<file path="src/rtl/gate_pipe_unit.sv">
// Two-stage valid/ready pipeline that applies one of eight bitwise ops to a pair of
// operands. It also reports the popcount of the result, an operand-equality flag, and a
// saturating count of delivered items whose operands were equal.
module gate_pipe_unit #(
  parameter int WIDTH = 8,
  parameter int CNT_W = 16,
  localparam int ONES_W = $clog2(WIDTH + 1)
) (
  input  logic              clk,
  input  logic              rst,
  input  logic              in_valid,
  output logic              in_ready,
  input  logic [2:0]        op,
  input  logic [WIDTH-1:0]  a,
  input  logic [WIDTH-1:0]  b,
  output logic              out_valid,
  input  logic              out_ready,
  output logic [WIDTH-1:0]  y,
  output logic [ONES_W-1:0] ones,
  output logic              eq,
  input  logic              clr_count,
  output logic [CNT_W-1:0]  eq_count
);

  logic              s1_v;
  logic [WIDTH-1:0]  y1;
  logic              eq1;
  logic [WIDTH-1:0]  y1_next;
  logic [ONES_W-1:0] ones_next;
  logic              s1_load;
  logic              s2_load;

  // S2 may take the S1 item when S2 is empty or its item leaves this cycle;
  // S1 is ready when empty or when its item moves on, so an accept never overwrites.
  assign s2_load  = s1_v && (!out_valid || out_ready);
  assign in_ready = !s1_v || s2_load;
  assign s1_load  = in_valid && in_ready;

  // Operation select; NOT and BUF ignore b.
  always_comb begin
    y1_next = '0;
    case (op)
      3'b000:  y1_next = a & b;
      3'b001:  y1_next = a | b;
      3'b010:  y1_next = a ^ b;
      3'b011:  y1_next = ~(a ^ b);
      3'b100:  y1_next = ~(a & b);
      3'b101:  y1_next = ~(a | b);
      3'b110:  y1_next = ~a;
      default: y1_next = a;
    endcase
  end

  // Popcount of the S1 result, computed on the way into S2.
  always_comb begin
    ones_next = '0;
    for (int i = 0; i < WIDTH; i++) begin
      ones_next = ones_next + ONES_W'(y1[i]);
    end
  end

  // Stage 1 register: captures the op result and the equality flag on accept.
  always_ff @(posedge clk or posedge rst) begin
    if (rst) begin
      s1_v <= 1'b0;
      y1   <= '0;
      eq1  <= 1'b0;
    end else if (s1_load) begin
      s1_v <= 1'b1;
      y1   <= y1_next;
      eq1  <= &(~(a ^ b));
    end else if (s2_load) begin
      s1_v <= 1'b0;
    end
  end

  // Stage 2 register: a new item replaces a departing one without a bubble.
  always_ff @(posedge clk or posedge rst) begin
    if (rst) begin
      out_valid <= 1'b0;
      y         <= '0;
      ones      <= '0;
      eq        <= 1'b0;
    end else if (s2_load) begin
      out_valid <= 1'b1;
      y         <= y1;
      ones      <= ones_next;
      eq        <= eq1;
    end else if (out_ready) begin
      out_valid <= 1'b0;
    end
  end

  // Saturating count of delivered equal-operand items; clear takes priority.
  always_ff @(posedge clk or posedge rst) begin
    if (rst) begin
      eq_count <= '0;
    end else if (clr_count) begin
      eq_count <= '0;
    end else if (out_valid && out_ready && eq && (eq_count != {CNT_W{1'b1}})) begin
      eq_count <= eq_count + CNT_W'(1);
    end
  end

endmodule
</file>
<file path="config.mk">
export PLATFORM = sky130hd
export DESIGN_NAME = gate_pipe_unit
export DESIGN_NICKNAME = d
export VERILOG_FILES = /design/src/rtl/gate_pipe_unit.sv
export SDC_FILE = /design/constraint.sdc
export NUM_CORES = 1
export LEC_CHECK = 0
export ABC_AREA = 1
export CORE_ASPECT_RATIO = 0.7
export CORE_MARGIN = 2
export CORE_UTILIZATION = 48
export CTS_CLUSTER_SIZE = 10
export DETAILED_ROUTE_END_ITERATION = 12
export PLACE_DENSITY = 0.85
export REMOVE_ABC_BUFFERS = 1
export SETUP_SLACK_MARGIN = 0.2
export SYNTH_ARGS = -nofsm -noshare
export SYNTH_HDL_FRONTEND = slang
export SYNTH_SLANG_ARGS = --single-unit
export TNS_END_PERCENT = 10
</file>
<file path="constraint.sdc">
create_clock -name clk -period 2.87 [get_ports clk]
set_clock_uncertainty 0.15 [all_clocks]
set_input_delay 0.574 -clock clk [delete_from_list [all_inputs] [get_ports clk]]
set_output_delay 0.574 -clock clk [all_outputs]
set_load 0.005 [all_outputs]
</file>
==> impl_metrics.toml <==
[outcome]
status = "complete, but fails checks"
failed_checks = "negative setup slack"

[critical_path]
critPathCaptureType = "flop"
critPathLaunchType = "flop"
timing_worst_setup_path_type = "flop to flop"
reg2regPathDepth = 9
data_required_time_of_the_worst_path_ns = 2.89
cp_max_fo = 2
cp_data_arrival_time_ns = 3.07
critPathSlowestCell = "fa_1"
regToRegStartpoint = "y1[0]$_DFFE_PP0P_"
regToRegSetupSlack_ns = -0.18
cp_cell_sequence = "fa_1 > inv_1 > fa_1 > fa_1 > inv_2 > ha_4 > inv_2 > fa_2 > o21ai_2"
r2r-end = "ones[1]$_DFFE_PP0P_"
cp_slowest_stage_delay_ns = 0.55
worst_path_most_repeated_cell = "fa_1"

[timing]
finalHoldViolCount = 0
final-max-slew-violation-count = 0
report.final.setup_viol = 2
timing.fmax_ghz = 0.328
min_period_over_period = 1.06
timing.max_slew.rel_slack = 0.563
tightest_pin_transition_ns = 0.654
period_minus_slack_ns = 3.05
fin_tns_setup_ns = -0.326
layout_setup_ws_ns = -0.177
rsz0062_at_grt = "true"

[synth]
synth_top_family_by_area = "simple AND/OR/NAND/NOR gates"
synth_cell_type_count = 28
syn-instance-count = 410
synth-simple-area-share = 0.377
yosysTopAreaCell = "dfrtp_1"
mappedNetlistArea_sq_um = 2910
synthAdderAreaFrac = 0.113
portion_of_the_post_synthesis_area_used_by_sequential_elements = 0.344
area_fraction_in_compound_gates_after_synthesis = 0.0778
synth_top_cells_by_area = "dfrtp_1, nand2_1, ha_1"
post_synthesis_share_of_cell_area_spent_on_xor_and_xnor_gates = 0.0150
synth_seq_cells = 40
synth.top_cell.area_share = 0.344
synth_warnings = 0
synthesis.area_per_instance_sq_um = 7.10
post_synth_mux_area_share = 0

[placement]
post-place-cells = 539
dpl_cell_area_sq_um = 3550
gp_congestion = 0.910
placement.io_buffers = 54
dpl.hpwl_mm = 5.61

[floorplan]
die_width_um = 97.1
io_pins = 55
core_area_sq_um = 5780
initial_core_util = 0.503
fp.dieArea_sq_um = 6710
number_of_cell_rows = 23
dieHeight_um = 69.1

[finish]
flow.area_growth_from_synthesis_pct = 27.2
final.fill_count = 495
fin_area_sq_um = 3700
final_net_count = 519
finish.utilization = 0.640
layout_common_cells = "nand2_1, clkdlybuf4s50_1, inv_1"
drive_above_1_share = 0.0743
final_cells = 546
antenna_cells = 0
most_common_cell_after_layout_fill_and_taps_aside = "nand2_1"

[routing]
final_wirelength_mm = 7.66
dr.pass1.iters = 6
routed-via-count = 3013
final_antenna_net_count = 0
detail_route.iter0.violations = 314
drt_drc_violations_left = 0
routed_wire_length_per_instance_um = 14.0
vias_per_cell = 5.52

[grt]
pin_count_of_the_biggest_net_entering_global_routing = 41
grt_first_pass_wirelength_mm = 12.8
global_route.overflow_total = 0
first_global_vias = 2814
total_global_routing_track_utilization = 0.233
number_of_antenna_violations_at_the_first_check_in_global_routing = 0

[worst_hold_path]
whs_endpoint = "y[2]$_DFFE_PP0P_"
hold_path.startpoint = "y[2]$_DFFE_PP0P_"
worst_hold_path_type = "flop to flop"
min_delay_path_depth = 2

[clocking]
cts_tree = "built"
total_clock_buffers_created_by_cts = 5
cts.clk_slew.worst_paths_ns = 0.08
clock_insertion_delay_worst_skew_ns = 0.30
cts_num_sinks = 40
cts_hold_repair.buffers = 0
cts_root_buffer = "clkbuf_8"
cts.htree.levels = 2
clock_path_buffers = 2
postCtsSetupBuffers = 0

[power_and_ir_drop]
power-per-cell-area_nw_per_um2 = 515
static-leakage-power_nw = 1.86
vdd_ir_drop_max_v = 0.000264

[flow_run]
max_cap_viol_count = 0
worst max-delay path: cells and delay by family (launching register included):
family	cells	cell delay (ns)
compound gates	1	0.06
fa+ha+maj	5	2.15
buf+inv	3	0.17
flops	1	0.40
how the worst max path moves through the flow:
stage	startpoint	slack [ns]	endpoint	cells past startpoint
finish	y1[0]$_DFFE_PP0P_	-0.18	ones[1]$_DFFE_PP0P_	9
global route	y1[0]$_DFFE_PP0P_	-0.26	ones[1]$_DFFE_PP0P_	9
CTS	y1[0]$_DFFE_PP0P_	-0.17	ones[1]$_DFFE_PP0P_	9
floorplan	y1[0]$_DFFE_PP0P_	-0.09	ones[2]$_DFFE_PP0P_	10
global placement	y1[0]$_DFFE_PP0P_	-0.13	ones[2]$_DFFE_PP0P_	10
detailed placement	y1[0]$_DFFE_PP0P_	-0.23	ones[2]$_DFFE_PP0P_	10
per-stage QoR:
| step | power, mW | worst slack [ns] | hold slack, ns |
|---|---|---|---|
| floorplan | 1.02 | -0.0929 | 0.299 |
| detailed placement | 1.29 | -0.228 | 0.309 |
| global placement | 1.25 | -0.132 | 0.305 |
| CTS | 1.84 | -0.168 | 0.328 |
| finish | 1.91 | -0.177 | 0.323 |
| global route | 2.02 | -0.265 | 0.350 |
cell type report:
cell class / count / area [sq um] / share of cell area
multi-input cells: 316 / 1720 / 0.463
inverters: 49 / 184 / 0.0497
flip-flops and latches: 40 / 1000 / 0.270
well taps: 75 / 93.8 / 0.0254
clock inverters: 2 / 60.1 / 0.0162
repair buffers: 59 / 578 / 0.156
clock buffers: 5 / 68.8 / 0.0186
kinds of logic after synthesis:
kind of cell	Yosys count
buffers and inverters	54
flip-flops	40
XOR/XNOR	5
AND/OR/NAND/NOR	247
AO/OA/AOI/OAI	40
adder cells (fa/ha/maj)	24
registers in the layout, indices dropped and copies added (netlist names):
| register | flops |
|---|---|
| eq_count | 16 |
| y1 | 8 |
| y | 8 |
| ones | 4 |
| eq | 1 |
| eq1 | 1 |
| out_valid | 1 |
| s1_v | 1 |
layer usage:
| metal | GRT usage | vias up | wire length (um) |
|---|---|---|---|
| li1 | - | 1430 | - |
| met1 | 0.327 | 1415 | 3470 |
| met2 | 0.358 | 145 | 3440 |
| met3 | 0.0477 | 23 | 585 |
| met4 | 0.0861 | 0 | 155 |
| met5 | 0 | - | 0 |
repair_timing:
action                                  4_1_cts  5_1_grt
endpoints found under the setup margin        3        4
pin swaps                                     0        1
resized for setup                             3        5
cell usage after synthesis:
cell      count
o21bai_1      2
nand2_1     160
nand3b_1      2
nor2_8        1
dfrtp_1      40
clkinv_1      1
inv_2         1
inv_1        47
nand2_2       2
nor3_1        1
nand3_2       1
nor2_4        3
or2_2         7
nor3_4        2
nor2_1       32
nand4_1      16
nor4_1        2
a21oi_1       9
xor2_1        5
clkbuf_1      2
fa_1          4
o22ai_1       8
a21oi_4       1
buf_2         2
ha_1         20
buf_6         1
o21ai_0      20
nand3_1      18
report_power, final:
group / leakage (nW) / internal (mW) / switching (mW) / total [mW]
Sequential: 0.527 / 0.644 / 0.0547 / 0.699
Combinational: 1.27 / 0.328 / 0.337 / 0.665
Clock: 0.0642 / 0.342 / 0.201 / 0.544
Note: power is estimated with default switching activity, not from simulation.
